## config.mk

```make
export PLATFORM = sky130hd
export DESIGN_NAME = pipe_stage_buf
export DESIGN_NICKNAME = d
export VERILOG_FILES = /design/src/rtl/pipe_pkg.sv /design/src/rtl/pipe_entry.sv /design/src/rtl/pipe_stage_buf.sv
export SDC_FILE = /design/constraint.sdc
export NUM_CORES = 1
export LEC_CHECK = 0
export ABC_AREA = 1
export CORE_UTILIZATION = 45
export CTS_CLUSTER_DIAMETER = 50
export DETAILED_ROUTE_END_ITERATION = 7
export GPL_ROUTABILITY_DRIVEN = 1
export HOLD_SLACK_MARGIN = 0.15
export PLACE_DENSITY_LB_ADDON = 0.08
export SLEW_MARGIN = 0
export SYNTH_ARGS = -nofsm -noshare
export SYNTH_HDL_FRONTEND = slang
export SYNTH_SLANG_ARGS = --single-unit
```

## constraint.sdc

```tcl
create_clock -name clk -period 1.6 [get_ports clk]
set_input_delay 0.32 -clock clk [delete_from_list [all_inputs] [get_ports clk]]
set_output_delay 0.32 -clock clk [all_outputs]
set_load 0.02 [all_outputs]
```

## src/rtl/pipe_pkg.sv

```systemverilog
// Shared constants and types for the inter-stage pipeline buffers.
package pipe_pkg;

  // Default bundle widths of the D/X stage
  localparam int unsigned CTRL_W_DEF = 11;
  localparam int unsigned DATA_W_DEF = 108;

  // Bit positions inside the D/X control bundle
  localparam int unsigned CB_ALUSRC   = 0;
  localparam int unsigned CB_MEMTOREG = 1;
  localparam int unsigned CB_REGWRITE = 2;
  localparam int unsigned CB_MEMREAD  = 3;
  localparam int unsigned CB_MEMWRITE = 4;
  localparam int unsigned CB_BRANCH   = 5;
  localparam int unsigned CB_JUMP     = 6;
  localparam int unsigned CB_ALUOP0   = 7;
  localparam int unsigned CB_ALUOP1   = 8;
  localparam int unsigned CB_ALUOP2   = 9;
  localparam int unsigned CB_HALT     = 10;

  // Field widths and offsets used when packing the data bundle
  localparam int unsigned FIELD16_W = 16;
  localparam int unsigned REGID_W   = 4;
  localparam int unsigned DF_PC     = 0;
  localparam int unsigned DF_RS1V   = 16;
  localparam int unsigned DF_RS2V   = 32;
  localparam int unsigned DF_IMM    = 48;
  localparam int unsigned DF_ALU    = 64;
  localparam int unsigned DF_MEMD   = 80;
  localparam int unsigned DF_RD     = 96;
  localparam int unsigned DF_RS1    = 100;
  localparam int unsigned DF_RS2    = 104;

  // Number of entries held by the buffer
  typedef enum logic [1:0] {
    EMPTY = 2'd0,
    ONE   = 2'd1,
    FULL  = 2'd2
  } occ_state_e;

endpackage

```

## src/rtl/pipe_entry.sv

```systemverilog
// One buffer slot: valid bit plus control and data registers.
module pipe_entry
  import pipe_pkg::*;
#(
  parameter int unsigned CTRL_W = CTRL_W_DEF,
  parameter int unsigned DATA_W = DATA_W_DEF
) (
  input  logic              i_clk,
  input  logic              i_rst,
  input  logic              i_load,
  input  logic              i_clr,
  input  logic [CTRL_W-1:0] i_ctrl,
  input  logic [DATA_W-1:0] i_data,
  output logic              o_valid,
  output logic [CTRL_W-1:0] o_ctrl,
  output logic [DATA_W-1:0] o_data
);

  logic              r_valid;
  logic [CTRL_W-1:0] r_ctrl;
  logic [DATA_W-1:0] r_data;

  // Reset wipes everything; clear only drops valid so the payload holds
  always_ff @(posedge i_clk) begin
    if (i_rst) begin
      r_valid <= 1'b0;
      r_ctrl  <= '0;
      r_data  <= '0;
    end else if (i_clr) begin
      r_valid <= 1'b0;
    end else if (i_load) begin
      r_valid <= 1'b1;
      r_ctrl  <= i_ctrl;
      r_data  <= i_data;
    end
  end

  assign o_valid = r_valid;
  assign o_ctrl  = r_ctrl;
  assign o_data  = r_data;

endmodule

```

## src/rtl/pipe_stage_buf.sv

```systemverilog
// Handshaked inter-stage buffer with optional 2-entry skid and stall counter.
module pipe_stage_buf
  import pipe_pkg::*;
#(
  parameter int unsigned CTRL_W = CTRL_W_DEF,
  parameter int unsigned DATA_W = DATA_W_DEF,
  parameter bit          SKID   = 1'b1,
  parameter int unsigned CNT_W  = 16
) (
  input  logic              clk,
  input  logic              rst,
  input  logic              flush,
  input  logic              in_valid,
  output logic              in_ready,
  input  logic [CTRL_W-1:0] in_ctrl,
  input  logic [DATA_W-1:0] in_data,
  output logic              out_valid,
  input  logic              out_ready,
  output logic [CTRL_W-1:0] out_ctrl,
  output logic [DATA_W-1:0] out_data,
  output logic [1:0]        occupancy,
  output logic [CNT_W-1:0]  stall_cnt
);

  occ_state_e        r_state;
  occ_state_e        w_state_nxt;
  logic [CNT_W-1:0]  r_stall_cnt;
  logic              w_accept;
  logic              w_pop;
  logic              w_h_load, w_h_clr, w_s_load, w_s_clr;
  logic              w_h_valid, w_s_valid;
  logic [CTRL_W-1:0] w_h_ctrl, w_s_ctrl, w_h_ctrl_in;
  logic [DATA_W-1:0] w_h_data, w_s_data, w_h_data_in;

  assign w_accept = in_valid & in_ready;
  assign w_pop    = w_h_valid & out_ready;

  // The head only ever loads from the skid slot when that slot is occupied (FULL pop)
  assign w_h_ctrl_in = w_s_valid ? w_s_ctrl : in_ctrl;
  assign w_h_data_in = w_s_valid ? w_s_data : in_data;

  // Next occupancy and per-slot load/clear; flush overrides both handshakes
  always_comb begin
    w_state_nxt = r_state;
    w_h_load    = 1'b0;
    w_h_clr     = 1'b0;
    w_s_load    = 1'b0;
    w_s_clr     = 1'b0;
    if (flush) begin
      w_h_clr     = 1'b1;
      w_s_clr     = 1'b1;
      w_state_nxt = EMPTY;
    end else begin
      case (r_state)
        EMPTY: begin
          if (w_accept) begin
            w_h_load    = 1'b1;
            w_state_nxt = ONE;
          end
        end
        ONE: begin
          if (w_accept && w_pop) begin
            w_h_load = 1'b1;
          end else if (w_accept) begin
            w_s_load    = 1'b1;
            w_state_nxt = FULL;
          end else if (w_pop) begin
            w_h_clr     = 1'b1;
            w_state_nxt = EMPTY;
          end
        end
        FULL: begin
          if (w_pop) begin
            w_h_load    = 1'b1;
            w_s_clr     = 1'b1;
            w_state_nxt = ONE;
          end
        end
        default: w_state_nxt = EMPTY;
      endcase
    end
  end

  // Occupancy state register
  always_ff @(posedge clk) begin
    if (rst) r_state <= EMPTY;
    else     r_state <= w_state_nxt;
  end

  pipe_entry #(
    .CTRL_W(CTRL_W),
    .DATA_W(DATA_W)
  ) u_head (
    .i_clk  (clk),
    .i_rst  (rst),
    .i_load (w_h_load),
    .i_clr  (w_h_clr),
    .i_ctrl (w_h_ctrl_in),
    .i_data (w_h_data_in),
    .o_valid(w_h_valid),
    .o_ctrl (w_h_ctrl),
    .o_data (w_h_data)
  );

  if (SKID) begin : g_skid
    logic r_in_ready;

    pipe_entry #(
      .CTRL_W(CTRL_W),
      .DATA_W(DATA_W)
    ) u_skid (
      .i_clk  (clk),
      .i_rst  (rst),
      .i_load (w_s_load),
      .i_clr  (w_s_clr),
      .i_ctrl (in_ctrl),
      .i_data (in_data),
      .o_valid(w_s_valid),
      .o_ctrl (w_s_ctrl),
      .o_data (w_s_data)
    );

    // Registered ready; reset loads 1 and the output gate with rst keeps it low
    // during reset, so it reads 1 in the first cycle after release
    always_ff @(posedge clk) begin
      if (rst) r_in_ready <= 1'b1;
      else     r_in_ready <= (w_state_nxt != FULL);
    end

    assign in_ready = r_in_ready & ~rst;
  end else begin : g_bare
    logic w_unused_skid;

    assign w_s_valid     = 1'b0;
    assign w_s_ctrl      = '0;
    assign w_s_data      = '0;
    assign w_unused_skid = w_s_load | w_s_clr;
    assign in_ready      = ~rst & (~w_h_valid | out_ready);
  end

  // Saturating count of cycles where the downstream holds off a valid head
  always_ff @(posedge clk) begin
    if (rst) begin
      r_stall_cnt <= '0;
    end else if (w_h_valid && !out_ready && !flush && (r_stall_cnt != '1)) begin
      r_stall_cnt <= r_stall_cnt + 1'b1;
    end
  end

  assign out_valid = w_h_valid;
  assign out_ctrl  = w_h_valid ? w_h_ctrl : '0;
  assign out_data  = w_h_data;
  assign occupancy = r_state;
  assign stall_cnt = r_stall_cnt;

endmodule

```

### Yosys cells after proc, flatten, opt, wreduce, memory -nomap -nowiden

Index checks and enable logic that the tools add are counted.

* register bits after elaboration: 259
* input port bits: 124
* output and inout port bits: 139
* word-level logic and storage cells: 55

* add/subtract/negate cells: 1
* equality and inequality tests: 4
* multiplexer cells: 24
* bitwise gates (word level): 6
* reductions and logical operators: 11

Operator list (number)
* 108-bit 2-to-1 mux: 1
* 11-bit 2-to-1 mux: 2
* 16-bit by 1-bit adder with 16-bit output, second input constant: 1
* 16-bit != test, second input constant: 1
* 1-bit 2-to-1 mux: 13
* 2-bit 2-to-1 mux: 6
* 2-bit case mux with 3 select lines: 1
* 1-bit logical AND: 4
* 2-bit AND reduction: 2
* 2-bit OR reduction: 2
* 1-bit AND: 3
* 1-bit NOT: 3
* 1-bit case mux with 3 select lines: 1
* 2-bit by 1-bit == test with 1-bit output, second input constant: 1
* 2-bit == test, second input constant: 1
* 1-bit zero test: 2
* 2-bit zero test: 1
* 2-bit != test, second input constant: 1

### Logic depth before layout (Yosys ltp)

* word-level depth: 9
* depth in mapped cells: 9
* depth with buffers taken out: 9

### Hierarchy

Synthesis repeated with hierarchy kept, for this count alone.

* cell total of the unflattened synthesis: 1879
* area total of the unflattened synthesis: 12802.3 um^2

By module, submodules not included
* pipe_entry: times used 2, cells an instance 773, area each 5068.6 um^2, sequential area each 2402.3 um^2
* pipe_stage_buf: times used 1, cells an instance 333, area each 2665.1 um^2, sequential area each 380.4 um^2

### Least setup slack after synthesis

OpenSTA, ideal clock, no wires.

* kind: flip-flop to flip-flop
* start: reg r_stall_cnt[0] (netlist: stall_cnt[0])
* end: reg r_stall_cnt[10] (netlist: stall_cnt[10])
* setup time: 132 ps
* arrival time: 1441 ps
* data required time: 1468 ps
* path slack: 27 ps
* stages on the path, launching flop included: 10
* buffers on the path: 1
* clock period less this slack: 1573 ps
* cells stage by stage: dfxtp_1 ha_1 inv_1 nor2_1 nand2_1 nor2_1 nor2_2 buf_2 nand2_1 a21oi_1

* word-level cells in the longest chain between the ends: 2
* elaborated cells on any way between the ends: 3
* those cells by class: 1 x add/sub; 1 x eq/ne; 1 x reduce/logical

Ends and longest elaborated chain
* from (decl): RTL line pipe_stage_buf.sv:27 `logic [CNT_W-1:0] r_stall_cnt;`
* from (signal assigned): RTL line pipe_stage_buf.sv:146 `r_stall_cnt <= r_stall_cnt + 1'b1;`
* branches (longest 2 deep; another with 16-bit by 1-bit adder with 16-bit output)

Several ways; the timed one is not identified.
A chain may end at the register's enable or synchronous reset.

### Worst setup path in the final report

* start: reg g_skid.r_in_ready
* end: reg u_head.r_data[32] (netlist: u_head.o_data[32])

* word-level cells in the longest chain between the ends: 8
* elaborated cells on any way between the ends: 13
* those cells by class: 8 x mux; 3 x bitwise; 2 x reduce/logical

Ends and longest elaborated chain
* from (decl): RTL line pipe_stage_buf.sv:106 `logic r_in_ready;`
* from (signal assigned): RTL line pipe_stage_buf.sv:127 `else r_in_ready <= (w_state_nxt != FULL);`
* 1-bit AND (*): RTL line pipe_stage_buf.sv:130 `assign in_ready = r_in_ready & ~rst;`
* 1-bit AND (*): RTL line pipe_stage_buf.sv:35 `assign w_accept = in_valid & in_ready;`
* 1-bit 2-to-1 mux or 1-bit logical AND (tied branches): RTL line pipe_stage_buf.sv:64, pipe_stage_buf.sv:62
* 1-bit 2-to-1 mux: RTL line pipe_stage_buf.sv:62 `if (w_accept && w_pop) begin`
* 1-bit 2-to-1 mux: RTL line pipe_stage_buf.sv:54 `case (r_state)`
* 1-bit 2-to-1 mux: RTL line pipe_stage_buf.sv:49 `if (flush) begin`
* 1-bit NOT (no line)
* 2-bit AND reduction (no line) (*)
* to (signal assigned): RTL line pipe_entry.sv:34 `r_data <= i_data;`
* to (decl): RTL line pipe_entry.sv:21 `logic [DATA_W-1:0] r_data;`

Mark *: on every way between the ends. The rest lies on a longest branch, timed or not.

==> impl_metrics.csv <==
group,metric,value,unit
yosys,ys_seq_area_share,47.5,%
cts,cts_max_path_buffers,3,
place,dp_hpwl,20700,um
cells_and_area,nNetsFinal,1915,
worst_setup_path,critical_path.max_fanout,15,
route,via_count,11000,
cells_and_area,drive_above_1_share,15.2,%
cells_and_area,area_growth,47.3,%
sta,whs,0.297,ns
cells_and_area,ff_latch_area,5200,um2
power,leakage,6.60,nW
worst_setup_path,crit_type,"reg -> reg",
worst_setup_path,cp-start-kind,"flip-flop",
sta,hold_violations,0,
place,io_buffer_count,262,
worst_setup_path,cp_num_buf_inv,4,
cts,path_clk_slew,0.06,ns
cts,tritoncts,"done",
floorplan,dieArea,24900,um2
flow_run,drv_cap,0,
yosys,ys_types,22,
sta,layout_min_cycle_time,1.61,ns
sta,final-max-slew-violation-count,0,
route,postRouteAntennaNets,0,
route,wl_per_cell,15.5,um
yosys,netlist_area,10900,um2
run_status,violations,"negative setup slack",
sta,slew_headroom,65.4,%
cells_and_area,final_cells,2136,
sta,setup_violations,10,
cells_and_area,fillers,2075,
route,route.detailed.drc,0,
worst_setup_path,worstPathCellList,"inv_2, nor2_4, nand2_4, buf_6, o21ai_4, buf_12, nand2_8, buf_12, nand2_1, a21oi_1",
place,gp_congestion,0.791,
grt,grt_pass1_vias,10000,
sta,tightest_slew,0.519,ns
worst_setup_path,cpPeakStageDelay,0.32,ns
sta,max_freq,620,MHz
route,drtPass1Iterations,5,
yosys,synth_fp_nets,1642,
cts,clock_latency,0.50,ns
cts,numClockSinks,259,
place,placedCellCount,2056,
cts,h-tree-depth,2,
grt,antenna_found_initial,2,
sta,min_period_over_period,101,%
worst_setup_path,endpoint_kind,"flip-flop",
worst_setup_path,cp_common_cell,"buf_12",
worst_hold_path,hold_path.class,"in -> reg",
power,irDropWorstVdd,0.000644,V
route,wirelength,33200,um
yosys,yosysWarningCount,0,
grt,gr-total-overflow,0,
cells_and_area,final_common_cell,"nand2_1",
cells_and_area,multiInputGateArea,4920,um2
floorplan,core,23600,um2
floorplan,fp.dieW,158,um
floorplan,start_util,46.2,%
yosys,ys_ff_latch,259,
yosys,synth.area.top_cells,"dfxtp_1 (48%), a21oi_1 (12%), nand2_1 (11%)",
worst_setup_path,worst_ep_arrival_time,1.98,ns
cells_and_area,final_cell_mix,"nand2_1 (298), dfxtp_1 (250), a21oi_1 (227)",
floorplan,num_rows,56,
route,drtIter0Drc,613,
worst_setup_path,cpMaxStageDelayCell,"dfxtp_2",
yosys,yosysTopAreaCell,"dfxtp_1",
sta,fin_ws,-0.0132,ns
sta,rsz0062_at_grt,"true",
floorplan,ioPinCount,263,
yosys,synthCells,1517,
cts,cts-root-buf,"clkbuf_16",
worst_setup_path,cp.required,1.96,ns
grt,grt_usage,24.8,%
yosys,avgSynthCellArea,7.19,um2
run_status,status,"finished with violations",
grt,grt_start_max_net_pins,47,
cts,cts-buffers-inserted,34,
yosys,yosysTopAreaCellShare,47.5,%
place,pre_cts_ws,-0.431,ns
grt,grt_pass1_wl,49900,um
power,power_density,998,nW/um2
route,vias_per_cell,5.15,
sta,finalClockSkew,0.0101,ns
sta,timing.setup.tns,-0.0835,ns
worst_setup_path,critPathTopFamily,"buffers and inverters",
floorplan,die_h,158,um
==> sequential cells by signal, summed over array words and instances (netlist names) <==
name                   count
occupancy                  2
u_head.o_ctrl             11
u_head.o_valid             1
g_skid.u_skid.o_data     108
g_skid.u_skid.o_valid      1
g_skid.u_skid.o_ctrl      11
stall_cnt                 16
g_skid.r_in_ready          1
u_head.o_data            108
==> what timing repair did <==
item | CTS | global route
pin swaps | 0 | 33
hold buffers | 0 | 0
resized for setup | 201 | 124
hold endpoints to repair | 0 | 0
gates cloned | 0 | 12
buffers inserted | 0 | 5
endpoints found under the setup margin | 140 | 151
==> worst register-to-register path, delay by kind of cell, from the launching register on <==
| family | cells | cell delay [ns] |
|---|---|---|
| and+or+nand+nor | 4 | 0.44 |
| buffers and inverters | 4 | 0.50 |
| AOI/OAI and AO/OA | 2 | 0.22 |
| DFF | 1 | 0.32 |
==> through the flow <==
stage	total power (W)	utilization, %	instance area (um2)
global route	0.0166	68.1	16100
finish	0.0160	68.1	16100
floorplan	0.00749	-	10900
CTS	0.0160	65.1	15400
global placement	0.00829	60.9	14400
detailed placement	0.00830	60.9	14400
==> layout make-up <==
| type | instances | area share, % |
|---|---|---|
| diodes | 2 | 0.0311 |
| clock buffers | 46 | 6.28 |
| clock inverters | 15 | 1.00 |
| inverters | 150 | 3.54 |
| multi-input cells | 986 | 30.6 |
| flip-flops and latches | 259 | 32.3 |
| well taps | 319 | 2.48 |
| repair buffers | 359 | 23.7 |
==> final timing paths <==
path | from | to | slack, ns | depth (start not counted)
setup reg to reg | g_skid.r_in_ready | u_head.o_data[32] | -0.01 | 10
hold / removal | rst | g_skid.u_skid.o_valid | 0.30 | 6
hold reg to reg | g_skid.u_skid.o_data[98] | g_skid.u_skid.o_data[98] | 0.44 | 2
setup / recovery | g_skid.r_in_ready | u_head.o_data[32] | -0.01 | 10
==> cells by family after synthesis <==
group,count (synthesis),synth area share [%]
xor gates and xnor gates,6,0.482
DFF,259,47.5
AOI/OAI and AO/OA,495,22.7
and+or+nand+nor,484,18.4
buffers and inverters,272,10.7
adders and majority gates,1,0.115
==> per-layer routing <==
metal	vias to the layer above	track usage [%]	part of all wire, %
met1	5051	31.7	44
li1	5550	-	-
met2	340	40.8	46
met3	54	6.84	7.7
met4	0	6.61	2.1
met5	-	0	0
==> synth_stat cells, drive strengths merged <==
library cell	instances
buf	80
nand2	315
a21oi	253
inv	150
clkbuf	42
ha	1
o21ai	242
dfxtp	259
nor2	32
nand3	131
nand4	6
xnor2	3
xor2	3
==> power by group <==
group          internal, W  switching [W]  total (W)
sequential         0.00658      0.0000658    0.00665
combinational     0.000770       0.000871    0.00164
clock              0.00492        0.00283    0.00775
Note: power is estimated with default switching activity, not from simulation.
